**src/rtl/sig_monitor_if.sv**
```systemverilog
// rtl/sig_monitor_if.sv - snooped data-write bus and signature stream between core side and sig_monitor
//
// Signals:
//   dmem_wr_addr[31:0], dmem_wr_data[31:0], dmem_wr_en : core data-memory write port (snooped)
//   sig_valid, sig_ready, sig_data[31:0], sig_index[9:0] : signature word stream with valid/ready handshake
// Modports:
//   master : core/bench side, drives writes and accepts the stream
//   slave  : sig_monitor side, observes writes and presents the stream
interface sig_monitor_if;
    logic [31:0] dmem_wr_addr;
    logic [31:0] dmem_wr_data;
    logic        dmem_wr_en;
    logic        sig_valid;
    logic        sig_ready;
    logic [31:0] sig_data;
    logic [9:0]  sig_index;

    modport master (
        output dmem_wr_addr, dmem_wr_data, dmem_wr_en, sig_ready,
        input  sig_valid, sig_data, sig_index
    );

    modport slave (
        input  dmem_wr_addr, dmem_wr_data, dmem_wr_en, sig_ready,
        output sig_valid, sig_data, sig_index
    );
endinterface

```
**src/rtl/sig_monitor.sv**
```systemverilog
// rtl/sig_monitor.sv - end-of-test monitor: signature capture, tohost halt detect, signature stream-out
//
// Ports:
//   sysclk  in  : clock, all state on rising edge
//   nrst_in in  : asynchronous active-low reset
//   bus         : sig_monitor_if.slave (snooped dmem writes in, signature stream out)
//   done    out : dump complete, sticky
//   pass    out : halt value was exactly 1, sticky
//   timeout out : watchdog fired, sticky (tied 0 unless SIG_MONITOR_TIMEOUT_EN is defined)
// Optional feature macro: SIG_MONITOR_TIMEOUT_EN (watchdog counter in RUN)
module sig_monitor #(
    parameter logic [31:0] SIG_BASE       = 32'h0000_2000,
    parameter int          SIG_WORDS      = 64,
    parameter logic [31:0] TOHOST_ADDR    = 32'h0000_1000,
    parameter int          TIMEOUT_CYCLES = 100000
) (
    input  logic          sysclk,
    input  logic          nrst_in,
    sig_monitor_if.slave  bus,
    output logic          done,
    output logic          pass,
    output logic          timeout
);
    localparam int IW = (SIG_WORDS > 1) ? $clog2(SIG_WORDS) : 1;
    // 33-bit end address so a region touching the top of memory does not wrap
    localparam logic [32:0] SIG_END = {1'b0, SIG_BASE} + 33'(4 * SIG_WORDS);
    localparam logic [IW-1:0] LAST_WORD = IW'(SIG_WORDS - 1);

    if (SIG_WORDS < 1 || SIG_WORDS > 1024) begin : g_bad_words
        $error("sig_monitor: SIG_WORDS out of range");
    end
    if (SIG_BASE[1:0] != 2'b00) begin : g_bad_base
        $error("sig_monitor: SIG_BASE not word aligned");
    end
    if (TIMEOUT_CYCLES < 1) begin : g_bad_timeout
        $error("sig_monitor: TIMEOUT_CYCLES must be positive");
    end

    typedef enum logic [1:0] {RUN, DUMP, DONE} state_t;

    state_t            state;
    logic [31:0]       sig_mem [SIG_WORDS];
    logic [SIG_WORDS-1:0] written;
    logic [IW-1:0]     rd_ptr;
    logic [31:0]       sig_data_q;
    logic              sig_valid_q;

    logic              in_region;
    logic              capture;
    logic              halt;
    logic [IW-1:0]     wr_word;
    logic [IW-1:0]     next_ptr;
    logic [31:0]       next_word;

    assign in_region = ({1'b0, bus.dmem_wr_addr} >= {1'b0, SIG_BASE}) &&
                       ({1'b0, bus.dmem_wr_addr} <  SIG_END);
    assign wr_word   = IW'((bus.dmem_wr_addr - SIG_BASE) >> 2);
    assign capture   = (state == RUN) && bus.dmem_wr_en &&
                       (bus.dmem_wr_addr[1:0] == 2'b00) && in_region;
    assign halt      = (state == RUN) && bus.dmem_wr_en &&
                       (bus.dmem_wr_addr == TOHOST_ADDR) && bus.dmem_wr_data[0];

    // Word to present after the coming edge. On the halt edge that is word 0,
    // and a capture on that same edge is forwarded since storage lands only at the edge.
    always_comb begin
        next_ptr = (state == RUN) ? '0 : rd_ptr + 1'b1;
        if (capture && (wr_word == next_ptr))
            next_word = bus.dmem_wr_data;
        else if (written[next_ptr])
            next_word = sig_mem[next_ptr];
        else
            next_word = 32'h0;
    end

    // Signature storage is deliberately not reset; the written flags mask stale data.
    always_ff @(posedge sysclk) begin
        if (capture)
            sig_mem[wr_word] <= bus.dmem_wr_data;
    end

`ifdef SIG_MONITOR_TIMEOUT_EN
    logic [31:0] cycle_cnt;
    logic        timeout_q;
    assign timeout = timeout_q;
`else
    assign timeout = 1'b0;
`endif

    always_ff @(posedge sysclk or negedge nrst_in) begin
        if (!nrst_in) begin
            state       <= RUN;
            written     <= '0;
            rd_ptr      <= '0;
            sig_data_q  <= 32'h0;
            sig_valid_q <= 1'b0;
            done        <= 1'b0;
            pass        <= 1'b0;
`ifdef SIG_MONITOR_TIMEOUT_EN
            cycle_cnt   <= 32'h0;
            timeout_q   <= 1'b0;
`endif
        end else begin
            case (state)
                RUN: begin
                    if (capture)
                        written[wr_word] <= 1'b1;
                    if (halt) begin
                        pass        <= (bus.dmem_wr_data == 32'h1);
                        state       <= DUMP;
                        rd_ptr      <= '0;
                        sig_data_q  <= next_word;
                        sig_valid_q <= 1'b1;
                    end
`ifdef SIG_MONITOR_TIMEOUT_EN
                    // Halt has priority over a watchdog expiring on the same edge.
                    else if (cycle_cnt == 32'(TIMEOUT_CYCLES - 1)) begin
                        timeout_q   <= 1'b1;
                        pass        <= 1'b0;
                        state       <= DUMP;
                        rd_ptr      <= '0;
                        sig_data_q  <= next_word;
                        sig_valid_q <= 1'b1;
                    end
                    cycle_cnt <= cycle_cnt + 32'h1;
`endif
                end
                DUMP: begin
                    if (sig_valid_q && bus.sig_ready) begin
                        if (rd_ptr == LAST_WORD) begin
                            sig_valid_q <= 1'b0;
                            done        <= 1'b1;
                            state       <= DONE;
                        end else begin
                            rd_ptr     <= next_ptr;
                            sig_data_q <= next_word;
                        end
                    end
                end
                DONE: begin
                    sig_valid_q <= 1'b0;
                    done        <= 1'b1;
                end
                default: state <= RUN;
            endcase
        end
    end

    assign bus.sig_valid = sig_valid_q;
    assign bus.sig_data  = sig_data_q;
    assign bus.sig_index = 10'(rd_ptr);
endmodule

```
**src/flat_wrapper.sv**
```systemverilog
// flat-port wrapper written by rule: the top's interface ports become plain ports
module sig_monitor_flat 
#(
    parameter logic [31:0] SIG_BASE       = 32'h0000_2000,
    parameter int          SIG_WORDS      = 64,
    parameter logic [31:0] TOHOST_ADDR    = 32'h0000_1000,
    parameter int          TIMEOUT_CYCLES = 100000
)
  (sysclk, nrst_in, done, pass, timeout, bus_dmem_wr_addr, bus_dmem_wr_data, bus_dmem_wr_en, bus_sig_ready, bus_sig_valid, bus_sig_data, bus_sig_index);
  sig_monitor_if bus_i ();
  input  logic sysclk;
  input  logic nrst_in;
  output logic done;
  output logic pass;
  output logic timeout;
  input wire logic [$bits(bus_i.dmem_wr_addr)-1:0] bus_dmem_wr_addr;
  input wire logic [$bits(bus_i.dmem_wr_data)-1:0] bus_dmem_wr_data;
  input wire logic [$bits(bus_i.dmem_wr_en)-1:0] bus_dmem_wr_en;
  input wire logic [$bits(bus_i.sig_ready)-1:0] bus_sig_ready;
  output wire logic [$bits(bus_i.sig_valid)-1:0] bus_sig_valid;
  output wire logic [$bits(bus_i.sig_data)-1:0] bus_sig_data;
  output wire logic [$bits(bus_i.sig_index)-1:0] bus_sig_index;
  assign bus_i.dmem_wr_addr = bus_dmem_wr_addr;
  assign bus_i.dmem_wr_data = bus_dmem_wr_data;
  assign bus_i.dmem_wr_en = bus_dmem_wr_en;
  assign bus_i.sig_ready = bus_sig_ready;
  assign bus_sig_valid = bus_i.sig_valid;
  assign bus_sig_data = bus_i.sig_data;
  assign bus_sig_index = bus_i.sig_index;
  sig_monitor #(.SIG_BASE(SIG_BASE), .SIG_WORDS(SIG_WORDS), .TOHOST_ADDR(TOHOST_ADDR), .TIMEOUT_CYCLES(TIMEOUT_CYCLES)) u_core (.sysclk(sysclk), .nrst_in(nrst_in), .bus(bus_i), .done(done), .pass(pass), .timeout(timeout));
endmodule
```
**config.mk**
```make
export PLATFORM = sky130hd
export DESIGN_NAME = sig_monitor_flat
export DESIGN_NICKNAME = d
export VERILOG_FILES = /design/src/rtl/sig_monitor_if.sv /design/src/rtl/sig_monitor.sv /design/src/flat_wrapper.sv
export SDC_FILE = /design/constraint.sdc
export NUM_CORES = 2
export LEC_CHECK = 0
export ABC_AREA = 1
export ABC_CLOCK_PERIOD_IN_PS = 12300
export BUFFER_PORTS_ARGS = -buffer_cell sky130_fd_sc_hd__buf_2
export CORE_ASPECT_RATIO = 0.75
export CORE_MARGIN = 5
export CORE_UTILIZATION = 51
export CTS_BUF_LIST = sky130_fd_sc_hd__clkbuf_2
export CTS_CLUSTER_SIZE = 30
export DETAILED_ROUTE_END_ITERATION = 10
export GPL_TIMING_DRIVEN = 0
export PLACE_DENSITY = 0.67
export SLEW_MARGIN = 30
export SYNTH_ARGS = -nofsm -noshare
export SYNTH_HDL_FRONTEND = slang
export SYNTH_SLANG_ARGS = --single-unit
```
**constraint.sdc**
```tcl
create_clock -name sysclk -period 12.3 [get_ports sysclk]
set_input_delay 2.46 -clock sysclk [delete_from_list [all_inputs] [get_ports sysclk]]
set_output_delay 2.46 -clock sysclk [all_outputs]
set_load 0.03 [all_outputs]
```
### Yosys cells after proc, flatten, opt, wreduce, memory -nomap -nowiden

Memories as Yosys holds them, arrays and structs flattened.
Index checks and enable logic that the tools add are counted.
Widths: inputs -> output; s select.

* RAM bits: 2048
* bits in read-only memories: 0
* memories kept: 1
* flip-flop bits (word level): 107
* latch bits: 0

Memories
* u_core.sig_mem: words 64, width 32, read ports 1, clocked after memory_dff 0, write ports 1, line sig_monitor.sv:42 `logic [31:0] sig_mem [SIG_WORDS];`

* shift operators: 0
* magnitude comparators: 5
* eq/ne operators: 10
* multiply operators: 0
* divide/modulo/power cells: 0
* add/subtract/negate cells: 2
* multiplexer cells: 28
* reduce and logical (&&, ||, !) cells: 20
* bitwise operators: 2

Operators with widths (number)
* $mux 32: 5
* $or 64x64->64: 1
* $pmux 32 s2: 1
* $eq 32x1->1 const B: 1
* $eq 32x13->1 const B: 1
* $ge 32x14->1 const B: 1
* $lt 32x14->1 const B: 1
* $mux 6: 4
* $lt 6x7->1 const B: 2
* $pmux 6 s2: 1
* $reduce_and 4->1: 3
* $logic_and 1x1->1: 9
* $mux 1: 9
* $sub 8x1->8 const B: 1
* $add 6x1->6 const B: 1
* $bmux 1 s6: 1
* $demux 1 s6: 1
* $eq 6x6->1: 1
* $eq 6x6->1 const B: 1
* $ge 6x1->1 const B: 1
* $mux 2: 3
* $ne 2x1->1 const B: 3
* $pmux 2 s3: 1
* $logic_not 2->1: 2
* other kinds (10): 12

### Longest topological paths before layout

* depth in word-level cells: 9
* gate-level depth with buffers: 17
* depth with buffers taken out: 14

### Least setup slack after synthesis

Ideal clock, no wire load.

* kind: input to register
* start: input port bus_dmem_wr_addr[27]
* end: memory u_core.sig_mem[24][0], enable pin
* stages: 6
* data required time: 11.797 ns
* library setup time: 0.503 ns
* data arrival time: 6.445 ns
* setup slack: 5.351 ns
* buffers on the path: 1
* cells stage by stage: nor4_1 > nand2_1 > nor2_1 > nand3_1 > clkbuf_1 > nor4_1

* longest elaborated chain between the ends: 5
* elaborated cells on any way between the ends: 6

Ends and longest elaborated chain
* start, declared: line flat_wrapper.sv:16 `input wire logic [$bits(bus_i.dmem_wr_addr)-1:0] bus_dmem_wr_addr;`
* $ge 32x14->1 / $lt 32x14->1 (equally long branches): line sig_monitor.sv:55, sig_monitor.sv:56
* $logic_and 1x1->1 *: line sig_monitor.sv:55 `assign in_region = ({1'b0, bus.dmem_wr_addr} >= {1'b0, SIG_BASE}) &&`
* $logic_and 1x1->1 *: line sig_monitor.sv:59 `(bus.dmem_wr_addr[1:0] == 2'b00) && in_region;`
* $mux 1 *: line sig_monitor.sv:77 `if (capture)`
* $mux 1 (not written as such) *: line sig_monitor.sv:78 `sig_mem[wr_word] <= bus.dmem_wr_data;`
* end, declared: line sig_monitor.sv:42

Every way passes the cells marked *; elsewhere a longest branch is shown, timed or not.

### Worst setup path after layout

* start: register u_core.rd_ptr[2]
* end: output port bus_sig_index[2]

RTL lines
* start, declared: line sig_monitor.sv:44 `logic [IW-1:0] rd_ptr;`
* start signal, assigned: line sig_monitor.sv:134 `rd_ptr <= next_ptr;`
* end, declared: line flat_wrapper.sv:22 `output wire logic [$bits(bus_i.sig_index)-1:0] bus_sig_index;`

No word-level cell between the ends.

==> results.json <==
{
  "wl_met2_um": 127000,
  "ys.flop_type": "edfxtp_1",
  "worstPathRequired_ns": 9.84,
  "top_layer_used": "met5",
  "layout-drive-gt1-share_pct": 18.8,
  "synth_cell_type_count": 28,
  "tightest_slew_ns": 1.39,
  "slew_headroom_pct": 7.34,
  "route.detailed.drc": 1,
  "final.setup.tns_ns": 0,
  "synthSimpleGateAreaFrac_pct": 22.9,
  "place_hpwl_um": 217000,
  "ys_seq_area_share_pct": 73.5,
  "dr_wl_met3_um": 53700,
  "crit_fanout": 7,
  "grt_max_degree": 86,
  "num_rows": 131,
  "core_um2": 170000,
  "first_iter_violations": 11100,
  "slew_violations": 0,
  "crit_family": "flip-flops",
  "finalHoldViolCount": 0,
  "postCtsSetupBuffers": 0,
  "start_kind": "flop",
  "post-route-period-util_pct": 42.0,
  "nNetsFinal": 8388,
  "min_path_type": "in2async",
  "overflow": 0,
  "cts-resized-gates": 0,
  "end_kind": "output port",
  "netlist_instances": 7424,
  "initial_core_util_pct": 51.3,
  "final_util_pct": 58.5,
  "cts_sinks": 2155,
  "track_usage_pct": 34.1,
  "timing.rr.start": "u_core.state[0]",
  "postSynthAreaPerCell_um2": 11.8,
  "synthArstFlopShare_pct": 4.97,
  "synthAdderAreaFrac_pct": 0.0716,
  "failed_checks": "design-rule violations",
  "wl_met1_um": 116000,
  "worst_path_max_delay_cell": "dfrtp_1",
  "fp.dieW_um": 488,
  "gp_congestion": 1.04,
  "synth_compound_gate_area_share_pct": 0.368,
  "clock_latency_ns": 1.94,
  "fin_ws_ns": 7.13,
  "numPortBuffers": 108,
  "synth_seq_cells": 2155,
  "vias_per_cell": 6.09,
  "yosysWarnings": 0,
  "cts_buffers": 532,
  "setup_viol": 0,
  "vias": 66600,
  "cp.arrival_ns": 2.71,
  "critPathBufInv": 1,
  "fp.dieH_um": 368,
  "r2r-end": "u_core.bus.sig_data[1]",
  "die-area_um2": 180000,
  "grt_pass1_vias": 61900,
  "layout_min_cycle_time_ns": 5.17,
  "synth_top_family_by_area": "simple AND/OR/NAND/NOR gates",
  "synthMuxAreaShare_pct": 0,
  "yosysTopAreaCellShare_pct": 70.4,
  "synth_area_um2": 87300,
  "ys_top_cells_by_count": "nand2_1 (2,401), edfxtp_1 (2,048), nand3_1 (1,999)",
  "synth_top_cell_by_area": "edfxtp_1",
  "wl_per_cell_um": 28.6,
  "path_clk_slew_ns": 0.12,
  "pwr_density_cell_nw_per_um2": 131,
  "fin_skew_ns": 0.182,
  "synth_edf_count": 2048,
  "ir_worst_vdd_uv": 112,
  "critical_path.cell_chain": "buf_2",
  "yosys.cell_count.top_type": "nand2_1",
  "tritoncts": "built",
  "crit_type": "reg2out",
  "yosys-top-cells-area": "edfxtp_1 (70%), nand3_1 (11%), nand2_1 (10%)",
  "reg2reg_slack_ns": 7.34,
  "postCtsHoldBufs": 0,
  "rsz0062_at_grt": "no",
  "antenna_found_initial": 34,
  "clk_path_buf_depth": 4,
  "syn_to_final_growth_pct": 14.0,
  "grt_first_pass_wirelength_um": 436000,
  "clock.fmax_mhz": 193,
  "power.leakage_nw": 37.6,
  "reg2regPathDepth": 15,
  "first_pass_iters": 11,
  "io_pins": 114,
  "post-place-ws_ns": 5.76,
  "num-fill-cells": 13900,
  "antenna_left": 0,
  "maxCapViolCount": 0,
  "htreeDepth": 6,
  "status": "finished with violations",
  "max_stage_delay_ns": 0.49,
  "routed_wl_um": 312000,
  "clk_root_buffer_cell": "clkbuf_2",
  "synth_xor_area_share_pct": 0.0301
}
## layout by cell type (no fill, tap or decap), types with 6 or more instances in the layout
cell type / Yosys / final
inv_1: 125 / 125
clkbuf_2: 0 / 758
inv_2: 3 / 24
o21ai_0: 13 / 13
o211ai_1: 6 / 6
clkinv_1: 2 / 82
a21oi_1: 36 / 36
buf_8: 0 / 11
buf_16: 0 / 83
nand4_1: 7 / 7
nand3_1: 1999 / 1999
bufinv_16: 0 / 15
nor4_2: 0 / 16
clkinv_2: 0 / 7
nor3_1: 14 / 9
nor4_1: 27 / 11
diode_2: 0 / 22
buf_2: 319 / 509
buf_1: 49 / 49
dfrtp_1: 107 / 107
buf_4: 11 / 56
clkbuf_1: 105 / 94
nand2_1: 2401 / 2401
nor2_1: 72 / 23
or2_2: 61 / 61
buf_12: 0 / 23
edfxtp_1: 2048 / 2048
nor2_4: 0 / 48
## per-layer routing
layer  vias to the layer above  GRT usage (%)
li1                      28300              -
met1                     32100           46.5
met2                      5379           46.0
met3                       848           15.6
met4                        18           16.8
met5                         -           1.32
## worst max-delay path by stage
stage                       endpoint                 start  cells after the start  slack [ns]
6_report            bus_sig_index[2]      u_core.rd_ptr[2]                      1        7.13
5_1_grt             bus_sig_index[2]      u_core.rd_ptr[2]                      1        6.98
4_1_cts             bus_sig_index[2]      u_core.rd_ptr[2]                      1        7.04
3_5_place_dp   u_core.sig_mem[36][6]  bus_dmem_wr_addr[31]                     13        5.76
3_3_place_gp      u_core.written[48]  bus_dmem_wr_addr[31]                      8       -0.08
2_1_floorplan  u_core.sig_mem[24][0]  bus_dmem_wr_addr[27]                      6        5.35
## kinds of logic (layout without fill, tap and decap cells)
group / after synthesis / after routing
buffers and inverters: 614 / 1841
other: 1 / 27
adder cells (fa/ha/maj): 5 / 5
AND/OR/NAND/NOR: 4587 / 4587
flip-flops: 2155 / 2155
AO/OA/AOI/OAI: 59 / 59
XOR/XNOR: 3 / 3
## power breakdown
part | switching [W] | internal (W)
registers | 0.00000000237 | 0.00802
clock network | 0.00292 | 0.00193
logic | 0.000188 | 0.0000316
## stage by stage
| step | std cells | instance area, um2 | total power [W] | hold slack, ns |
|---|---|---|---|---|
| 2_1_floorplan | 7428 | 87300 | 0.00820 | 0.427 |
| 3_3_place_gp | 9797 | 90700 | 0.00837 | 0.443 |
| 3_5_place_dp | 10000 | 94900 | 0.00839 | 0.452 |
| 4_1_cts | 10900 | 99500 | 0.0131 | 0.234 |
| 5_1_grt | 10900 | 99600 | 0.0135 | 0.244 |
| 6_report | 10900 | 99600 | 0.0131 | 0.333 |
## final cells by class
cell class,count,area [um2],area share (%)
multi-input cells,4659,20900,21.0
repair buffers,353,4210,4.23
diodes,22,55.1,0.0553
clock buffers,747,3740,3.75
flip-flops and latches,2155,64200,64.4
plain buffers,484,2270,2.28
clock inverters,127,898,0.902
well taps,2261,2830,2.84
inverters,130,488,0.490
## flip-flops by register name, summed over array words and instances (netlist names)
signal	flops
u_core.sig_mem	2048
u_core.written	64
u_core.bus.sig_data	32
u_core.rd_ptr	6
u_core.state	2
u_core.bus.sig_valid	1
u_core.done	1
u_core.pass	1
(Power assumes the default switching activity.)
